## config.mk

```make
export PLATFORM = sky130hd
export DESIGN_NAME = imm_gen_queue
export DESIGN_NICKNAME = d
export VERILOG_FILES = /design/src/rtl/imm_gen_queue.sv
export SDC_FILE = /design/constraint.sdc
export NUM_CORES = 1
export LEC_CHECK = 0
export ABC_AREA = 1
export BUFFER_PORTS_ARGS = -buffer_cell sky130_fd_sc_hd__buf_4
export CORE_MARGIN = 4
export CORE_UTILIZATION = 25
export DETAILED_ROUTE_END_ITERATION = 10
export GPL_ROUTABILITY_DRIVEN = 0
export PLACE_DENSITY_LB_ADDON = 0.15
export SLEW_MARGIN = 20
export SYNTH_ARGS = -nofsm -noshare
export SYNTH_HDL_FRONTEND = slang
export SYNTH_SLANG_ARGS = --single-unit
```

## constraint.sdc

```tcl
create_clock -name clk -period 3.6 [get_ports clk]
set_input_delay 0.54 -clock clk [delete_from_list [all_inputs] [get_ports clk]]
set_output_delay 0.54 -clock clk [all_outputs]
set_load 0.1 [all_outputs]
```

## src/rtl/imm_gen_queue.sv

```systemverilog
// Buffered RV32I/RV64I immediate generator: decodes the immediate at push and queues {imm, fmt, illegal}.
// Define IMMGEN_BRANCH_PC_ADJ_EN to emit B-format immediates pre-adjusted by -4.
module imm_gen_queue #(
    parameter int unsigned XLEN  = 32,
    parameter int unsigned DEPTH = 4
) (
    input  logic                     clk,
    input  logic                     reset_n,
    input  logic                     flush,
    input  logic                     in_valid,
    output logic                     in_ready,
    input  logic [31:0]              in_inst,
    output logic                     out_valid,
    input  logic                     out_ready,
    output logic [XLEN-1:0]          out_imm,
    output logic [2:0]               out_fmt,
    output logic                     out_illegal,
    output logic [$clog2(DEPTH):0]   out_count
);

    localparam int unsigned PW = $clog2(DEPTH);
    localparam int unsigned CW = PW + 1;

    localparam logic [2:0] FMT_NONE  = 3'd0;
    localparam logic [2:0] FMT_I     = 3'd1;
    localparam logic [2:0] FMT_S     = 3'd2;
    localparam logic [2:0] FMT_B     = 3'd3;
    localparam logic [2:0] FMT_U     = 3'd4;
    localparam logic [2:0] FMT_J     = 3'd5;
    localparam logic [2:0] FMT_SHAMT = 3'd6;
    localparam logic [2:0] FMT_ILL   = 3'd7;

    typedef struct packed {
        logic [XLEN-1:0] imm;
        logic [2:0]      fmt;
        logic            illegal;
    } entry_t;

    function automatic logic [XLEN-1:0] sext32(input logic [31:0] v);
        logic [XLEN-1:0] r;
        r       = {XLEN{v[31]}};
        r[31:0] = v;
        return r;
    endfunction

    entry_t          mem [DEPTH];
    entry_t          dec;
    entry_t          head_d;
    logic [PW-1:0]   wr_ptr, rd_ptr, wr_d, rd_d;
    logic [CW-1:0]   count_d;
    logic            push, pop;

    logic [6:0]      opcode;
    logic [2:0]      funct3;
    logic            s;
    logic [5:0]      shamt;

    assign opcode = in_inst[6:0];
    assign funct3 = in_inst[14:12];
    assign s      = in_inst[31];
    assign shamt  = (XLEN == 64) ? in_inst[25:20] : {1'b0, in_inst[24:20]};

    // Immediate decode of the incoming word
    always_comb begin
        dec = '0;
        unique case (opcode)
            7'b0000011, 7'b1100111: begin
                dec.fmt = FMT_I;
                dec.imm = sext32({{20{s}}, in_inst[31:20]});
            end
            7'b0010011: begin
                if (funct3 == 3'b001 || funct3 == 3'b101) begin
                    dec.fmt = FMT_SHAMT;
                    dec.imm = XLEN'(shamt);
                end else begin
                    dec.fmt = FMT_I;
                    dec.imm = sext32({{20{s}}, in_inst[31:20]});
                end
            end
            7'b0100011: begin
                dec.fmt = FMT_S;
                dec.imm = sext32({{20{s}}, in_inst[31:25], in_inst[11:7]});
            end
            7'b1100011: begin
                dec.fmt = FMT_B;
`ifdef IMMGEN_BRANCH_PC_ADJ_EN
                dec.imm = sext32({{19{s}}, s, in_inst[7], in_inst[30:25], in_inst[11:8], 1'b0})
                          - XLEN'(4);
`else
                dec.imm = sext32({{19{s}}, s, in_inst[7], in_inst[30:25], in_inst[11:8], 1'b0});
`endif
            end
            7'b0110111, 7'b0010111: begin
                dec.fmt = FMT_U;
                dec.imm = sext32({in_inst[31:12], 12'b0});
            end
            7'b1101111: begin
                dec.fmt = FMT_J;
                dec.imm = sext32({{11{s}}, s, in_inst[19:12], in_inst[20], in_inst[30:21], 1'b0});
            end
            7'b0110011, 7'b1110011: begin
                dec.fmt = FMT_NONE;
            end
            default: begin
                dec.fmt     = FMT_ILL;
                dec.illegal = 1'b1;
            end
        endcase
    end

    // Queue next state; the head register is preloaded with whatever will sit at rd_d
    always_comb begin
        push    = in_valid && in_ready && !flush;
        pop     = out_valid && out_ready && !flush;
        wr_d    = push ? wr_ptr + PW'(1) : wr_ptr;
        rd_d    = pop  ? rd_ptr + PW'(1) : rd_ptr;
        count_d = out_count;
        if (push && !pop) count_d = out_count + CW'(1);
        if (pop && !push) count_d = out_count - CW'(1);
        if (flush) begin
            wr_d    = '0;
            rd_d    = '0;
            count_d = '0;
        end
        head_d = (push && wr_ptr == rd_d) ? dec : mem[rd_d];
    end

    always_ff @(posedge clk) begin
        if (push) mem[wr_ptr] <= dec;
    end

    always_ff @(posedge clk or negedge reset_n) begin
        if (!reset_n) begin
            wr_ptr      <= '0;
            rd_ptr      <= '0;
            out_count   <= '0;
            in_ready    <= 1'b1;
            out_valid   <= 1'b0;
            out_imm     <= '0;
            out_fmt     <= '0;
            out_illegal <= 1'b0;
        end else begin
            wr_ptr    <= wr_d;
            rd_ptr    <= rd_d;
            out_count <= count_d;
            in_ready  <= (count_d != CW'(DEPTH));
            out_valid <= (count_d != '0);
            if (!flush && count_d != '0) begin
                out_imm     <= head_d.imm;
                out_fmt     <= head_d.fmt;
                out_illegal <= head_d.illegal;
            end
        end
    end

endmodule

```

# After elaboration in Yosys (flattened, before gate mapping)
# Memory sizes are Yosys's and may differ from the RTL's. A register that Yosys moved wholly into a read port is not among the register bits.
# Index checks and enable logic that the tools add are counted.
# totals
register_bits,9
ramBits,144
input_bits,37
output_inout_bits,41
mem_count,1
# op_classes
addsub,4
n_eq_ne,13
mux,13
n_reduce_logical,18
# mem_list
memory,depth,width,rd,rd_ports_with_merged_regs,wr,line_no,text
mem,4,36,1,1,1,46,entry_t mem [DEPTH];
# op_table
op,n
32-bit one-hot mux with 6 select lines,1
35-bit 2-to-1 mux,1
7-bit == test (second input constant),4
7-bit by 6-bit == test with 1-bit output (second input constant),3
3-bit one-hot mux with 7 select lines,1
7-bit by 5-bit == test with 1-bit output (second input constant),2
10-bit OR reduction,1
3-bit 2-to-1 mux,3
2-bit 2-to-1 mux,4
7-bit by 2-bit == test with 1-bit output (second input constant),1
1-bit logical AND,7
2-bit OR reduction,3
2-bit by 1-bit adder with 2-bit output (second input constant),2
1-bit logical NOT,4
3-bit by 1-bit adder with 3-bit output (second input constant),1
3-bit by 1-bit == test with 1-bit output (second input constant),1
3-bit == test (second input constant),1
1-bit 2-to-1 mux,3
3-bit != test (second input constant),1
3-bit nonzero test,1
3-bit by 1-bit subtractor with 3-bit output (second input constant),1
2-bit nonzero test,1
1-bit logical OR,1

# Depth between registers and ports, before layout
# Gate-level depths: netlist (run 1).
# logic_depth
word_depth,9
ltp_mapped,13
depth_no_buf,12

# Worst setup path after synthesis (run 1)
# Ideal clock, no wire load.
# synth_path
kind,reg-to-reg
from,reg in_ready
to,"mem mem[0][0] (netlist bit), enable pin"
setup_time_ns,0.429
arrival_ns,2.643
required_time_ns,3.171
path_slack_ns,0.527
path_stages_with_launch,3
cell_sequence,dfstp_2 nand3_1 nor2_1
# synth_via
elab_chain_cells,4
# synth_lines
item,line_no,text
"start, declared",11,"output logic in_ready,"
"start signal, assigned",146,in_ready <= (count_d != CW'(DEPTH));
1-bit logical AND (2 in series),113,push = in_valid && in_ready && !flush;
1-bit 2-to-1 mux,129,if (push) mem[wr_ptr] <= dec;
1-bit 2-to-1 mux (implied by the code),129,
"end, declared",46,
# Every way passes these cells.

# Final worst setup path (run 1)
# layout_path
from,reg rd_ptr[0]
to,"reg out_fmt[2], read port of mem"
# layout_via
elab_chain_cells,3
# layout_lines
item,line_no,text
"start, declared",49,"logic [PW-1:0] wr_ptr, rd_ptr, wr_d, rd_d;"
"start signal, assigned",144,rd_ptr <= rd_d;
2-bit by 1-bit adder with 2-bit output,116,rd_d = pop ? rd_ptr + PW'(1) : rd_ptr;
2-bit 2-to-1 mux (*),116,
2-bit 2-to-1 mux (*),120,if (flush) begin
"end, declared",16,"output logic [2:0] out_fmt,"
# Every way passes the cells marked *; elsewhere a longest branch is shown, timed or not.
# A chain may end at the register's enable or synchronous reset.

==> run metrics, run 1 <==
critical path's most frequent cell nand2_1; Total Power 7.558 mW; Worst EP required 3.99 ns; dpl cell area 9943 um2; Final Hold Fails 0; grt total ovfl 0; DRC viols 0; setup ws final 1.228 ns; initial antenna violation count 0; final wirelength 27,550 um; CORE AREA 35,570 um2; status finished clean; share of layout cells above drive strength 1 14.94%; Worst Path Class, Setup reg -> reg; 1st-iter DRT viols 497; Layout Nets 1,061; top cells by count, synth nand2_1, nand3_1, edfxtp_1; Worst path depth 11; Cell Pwr Density 718.6 nW/um2; CTS Root Cell clkbuf_16; Worst-path clk slew 0.08 ns; top cell type's share of synthesized area 47.91%; Synth area leader edfxtp_1; Post-synth EDFFs 144; Pre-antenna DRT Iters 5; setup tns final 0 ns; diodes inserted 0; # port buffers 77; CP max stage delay 0.50 ns; Initial Util 25.37%; Reg2Reg Capture Point out_fmt[2]; pre-CTS WS 0.9617 ns; deepest clock path buffer count 2; f_max 0.4217 GHz; first-pass GRT wire length 42,550 um; via count 6,750; commonest register cell after synthesis edfxtp_1; Finished Cell Area 10,520 um2; Synth warnings 0; Period Utilization, post-route 65.88%; sequential cell area fraction in the yosys report 60.40%; delay-heaviest family, CP simple AND/OR/NAND/NOR gates; CTS Hold Bufs 0; CP Launch Point rd_ptr[0]; CP endpoint out_fmt[2]; CP cell instances nand3_2 > nand2_1 > nand2_1 > nor2_2 > buf_4 > nand2_1 > nand2_2 > nand2_4 > nand2_1 > nand3_1 > nand2_1; met1 Track Usage GR 20.62%; max-slew violations 0; WL per Instance 18.46 um; largest net degree at the start of global routing 73; Syn Inst Count 960; # resized after CTS 0; Lkg Pwr 4.704 nW; H-Tree Depth 4; Die Ht 198 um; met3 global-route usage 2.501%; crit path capture type flop; r2r setup slk 1.23 ns; post-detail-place hpwl 15,970 um; Detail Route Antenna Nets 0; CTS tree done; critical register-to-register path startpoint rd_ptr[0]; top post-synthesis cells by area edfxtp_1, nand2_1, dfrtp_1, nand3_1, inv_1; Yosys cell types 28; Synth Register Bits 189; number of max-cap violations 0; asr flop ratio synth 23.81%; clock skew 0.01637 ns; fin crit period 2.372 ns; Critical-path top delay cell buf_4; clock latency at the later pin of the worst-skew pair 0.43 ns; Least-Margin Pin Slew 0.9166 ns; number of global-route vias before repair 6,681; crit path DAT 2.76 ns; worst hold path type in -> async; chip width 198 um; CTS Buf Count 17; Post-Syn Area 9025 um2; Synth Net Count 1,003; total track usage 14.33%; maximum VDD drop 366.8 uV; RSZ-0062 raised after global routing no; Ports 78; worst reg2reg path depth 11; grt peak-use layer met2; final core occ 29.57%; average cell area after synthesis 9.401 um2; Fillers 3,752; crit path max fanout 38; Slew headroom 38.89%; final setup fails 0; die footprint 39,200 um2; CTS Sinks 189; vias per cell 4.524; met2 Use GR 22.94%; crit path launch type flop; Site Rows 69; WP buf/inv 1; postcts setup bufs 0; Area Overhead vs Synth 16.54%; most frequent cell after synthesis nand2_1
==> metrics by stage <==
| stage | std cells | hold slack (ns) |
|---|---|---|
| 2_1_floorplan | 960 | 0.2444 |
| 3_3_place_gp | 1459 | 0.5242 |
| 3_5_place_dp | 1460 | 0.5198 |
| 4_1_cts | 1492 | 0.1995 |
| 5_1_grt | 1492 | 0.1935 |
| 6_report | 1492 | 0.1595 |
==> worst register-to-register path: cells and delay by family (launching register included) <==
kind / cells / cell delay [ns]
buf+inv: 1 / 0.50
flops: 1 / 0.39
simple gates: 10 / 1.41
==> layout by cell type, fill, tap and decap left out, types with 2 or more instances in the layout <==
cell	netlist	layout
nand4_1	37	37
nand2_2	11	11
edfxtp_1	144	144
nand3_2	5	5
ha_1	6	6
nor2_4	3	7
o21ai_0	15	15
clkinv_4	0	4
inv_6	0	2
inv_8	0	6
nor2_1	40	36
dfrtp_1	44	44
nand3_1	148	148
clkbuf_16	0	17
nand2_1	373	373
nor2_2	3	3
inv_1	69	69
buf_4	20	88
==> final cells by class <==
type	count	area (um2)	area share [%]
clock buffers	17	425.4	4.045
inverters	72	272.8	2.593
repair buffers	90	708.2	6.733
well taps	461	576.8	5.484
multi-input cells	648	2934	27.90
flip-flops and latches	189	5451	51.83
clock inverters	15	148.9	1.416
==> cell families (layout without fill, tap and decap cells) <==
family / after synthesis / count (layout) / synth area share, %
AOI/OAI and AO/OA: 17 / 17 / 0.9566
xor gates and xnor gates: 1 / 1 / 0.09706
adders and majority gates: 6 / 6 / 0.8318
buffers and inverters: 123 / 194 / 7.417
DFF: 189 / 189 / 60.40
and+or+nand+nor: 624 / 624 / 30.29
==> power breakdown <==
group | total, mW | internal, mW | switching, mW
Combinational | 2.91 | 0.583 | 2.33
Sequential | 2.76 | 2.60 | 0.161
Clock | 1.88 | 0.928 | 0.951
Total | 7.56 | 4.11 | 3.44
==> sequential cells by signal, indices dropped and copies added, names as in the netlist <==
register / count
wr_ptr: 2
rd_ptr: 2
out_imm: 32
out_valid: 1
out_illegal: 1
mem: 144
out_fmt: 3
out_count: 3
in_ready: 1
==> layer usage <==
metal / share of wire (%) / vias to the layer above
li1: - / 3301
met1: 48 / 3291
met2: 47 / 149
met3: 4.6 / 9
met4: 0.78 / 0
met5: 0 / -
==> worst min-delay path by stage <==
stage                start      endpoint  slack (ns)  cells past startpoint
5_1_grt            reset_n   out_imm[10]        0.19                      1
4_1_cts            reset_n   out_imm[10]        0.20                      1
6_report           reset_n   out_imm[10]        0.16                      1
2_1_floorplan      reset_n  out_count[0]        0.24                      0
3_3_place_gp   out_imm[23]   out_imm[23]        0.52                      2
3_5_place_dp    out_imm[2]    out_imm[2]        0.52                      2
Power figures use the tool's default switching activity.
==> run 2, diff against run 1 <==
--- a/config.mk
+++ b/config.mk
@@ -5,7 +5,7 @@
 export SDC_FILE = /design/constraint.sdc
 export NUM_CORES = 1
 export LEC_CHECK = 0
-export ABC_AREA = 1
+export ABC_AREA = 0
 export BUFFER_PORTS_ARGS = -buffer_cell sky130_fd_sc_hd__buf_4
 export CORE_MARGIN = 4
 export CORE_UTILIZATION = 25
==> constraint.sdc (replaced) <==
create_clock -name clk -period 2.4 [get_ports clk]
set_input_delay 0.36 -clock clk [delete_from_list [all_inputs] [get_ports clk]]
set_output_delay 0.36 -clock clk [all_outputs]
set_load 0.1 [all_outputs]
==> run metrics, run 2 <==
die footprint 36,060 um2; DP Cell Count 1,019; r2r setup slk 0.02 ns; post-detail-place hpwl 13,400 um; Fillers 3,177; dpl cell area 9603 um2; via count 4,735; setup tns final 0 ns; RSZ-0062 raised after global routing yes; Period Utilization, post-route 99.17%; commonest cells after routing, fill and taps aside edfxtp_1, buf_4, dfrtp_1; Regs by FF count mem (144), out_imm (32); Worst-path clk slew 0.07 ns; grt total ovfl 0; chip width 189.9 um; worst hold path type in -> async; Worst EP required 2.71 ns; sequential cell area fraction in the yosys report 65.91%; final wirelength 21,010 um; deepest clock path buffer count 2; clock latency at the later pin of the worst-skew pair 0.43 ns; CORE AREA 32,620 um2; most frequent cell after synthesis edfxtp_1; combinational power share 37.8%; Ports 78; sequential share of power 35.5%; CTS Root Cell clkbuf_16; total track usage 11.78%; Internal Pwr Total 7.032 mW; Total Power 11.76 mW; final core occ 31.86%; Syn Inst Count 498; number of max-cap violations 0; 1st-iter DRT viols 331; Post-Syn Area 8272 um2; Detail Route Antenna Nets 0; commonest register cell after synthesis edfxtp_1; share of layout cells above drive strength 1 40.43%; Worst Path Class, Setup reg -> reg; Synth area leader edfxtp_1; Critical-path top delay cell dfrtp_4; Cell Pwr Density 1132 nW/um2; average cell area after synthesis 16.61 um2; CTS Sinks 189; Sw Share 40.22%; WL per Instance 19.95 um; Lkg Pwr 3.840 nW; final setup fails 0; CP max stage delay 0.52 ns; diodes inserted 0; crit path capture type flop; DRC viols 0; first-pass GRT wire length 31,730 um; Synth warnings 0; max reg flops 144; Die Ht 189.9 um; CTS tree done; H-Tree Depth 4; Final Hold Fails 22; Initial Util 25.36%; clock power share 26.7%; maximum VDD drop 451.2 uV; clock skew 0.008568 ns; Yosys cell types 57; Post-synth EDFFs 144; Slew headroom 51.75%; hold_ws -0.02002 ns; fin crit period 2.380 ns; asr flop ratio synth 23.81%; Layout Nets 641; Least-Margin Pin Slew 0.7238 ns; CTS Buf Count 17; Area Overhead vs Synth 25.65%; Finished Cell Area 10,390 um2; crit path DAT 2.69 ns; Synth Register Bits 189; Pre-antenna DRT Iters 4; number of global-route vias before repair 5,130; Final Non-Filler Cells 1,053; Synth Net Count 541; max-slew violations 0; CP cell instances a21bo_4 > a21oi_4 > buf_12 > buf_12 > mux4_2 > mux2_4 > mux2_4; top post-synthesis cells by area edfxtp_1, dfrtp_1, mux4_2, mux2_2, mux2_4; Site Rows 66; vias per cell 4.497; commonest non-fill, non-tap cell in the layout edfxtp_1; Reg with most FFs mem; status finished with violations; crit path max fanout 7; initial antenna violation count 0; # port buffers 77; top cell type's share of synthesized area 52.28%; crit path launch type flop; top cells by count, synth edfxtp_1, dfrtp_1, mux4_2; f_max 0.4201 GHz; Sw Pwr 4.730 mW; largest net degree at the start of global routing 46; failing checks hold timing
[run 2: cell types whose count changed after synthesis, moves of 21 or more]
cell     delta
nand2_1   -361
nand3_1   -145
inv_1      -40
mux4_2     +36
nand4_1    -36
nor2_1     -31
mux2_2     +29
o21ai_1    +22
a22oi_1    +21
[run 2: critical path, delay by kind of cell, from the launching register on]
kind            cells  cell delay, ns
mux                 3            1.04
compound gates      2            0.40
flops               1            0.52
buf+inv             2            0.30
[run 2: worst paths after layout]
kind | cells past startpoint | end | from
worst max register to register | 7 | out_imm[0] | out_valid
min in group clk | 3 | wr_ptr[1] | in_valid
worst min-delay path | 1 | out_count[2] | reset_n
max in group asynchronous | 1 | out_valid | reset_n
worst min register to register | 1 | out_imm[18] | out_imm[18]
worst max-delay path | 7 | out_imm[0] | out_valid
[run 2: power groups by stage]
| stage | clock network, mW | logic (mW) | registers [mW] |
|---|---|---|---|
| global placement | 0 | 4.38 | 4.24 |
| floorplan | 0 | 0.993 | 6.55 |
| CTS | 3.24 | 4.41 | 4.18 |
| finish | 3.13 | 4.45 | 4.18 |
| global route | 3.39 | 4.63 | 4.23 |
| detailed placement | 0 | 4.39 | 4.25 |
[run 2: metrics by stage]
stage                     worst slack, ns  hold WS (ns)
after floorplan                  -0.01558       0.06441
after global placement            -0.1070        0.4579
after detailed placement         -0.09815        0.4773
after CTS                        -0.02050     0.0007830
after global routing             -0.02305       0.02251
final                             0.01983      -0.02002
[run 2: per-layer routing]
metal / track usage (%) / vias up / wire length, um
met3: 2.624 / 17 / 808
met2: 20.28 / 95 / 10660
met5: 0 / - / 0
met4: 3.450 / 0 / 325
li1: - / 2147 / -
met1: 14.93 / 2476 / 9222
[run 2: kinds of logic after synthesis]
logic type               share of synthesized area (%)
adder cells (fa/ha/maj)                         0.9076
flip-flops                                       65.91
AND/OR/NAND/NOR                                  4.417
XOR/XNOR                                        0.4085
multiplexers                                     17.52
buffers and inverters                            3.539
AO/OA/AOI/OAI                                    7.306
[run 2: timing repair]
item,4_1_cts,5_1_grt
cloned,0,1
setup buffers,0,1
hold buffers,0,0
setup endpoints to repair,11,32
pin swaps,0,2
gates resized for setup,5,23
[run 2: area by class of cell]
cell class	count	area [um2]	area share, %
flip-flops and latches	189	5466	52.59
multi-input cells	253	2624	25.24
repair buffers	108	985.9	9.486
well taps	442	553.0	5.321
clock buffers	18	429.2	4.129
clock inverters	14	226.5	2.179
inverters	29	108.9	1.047
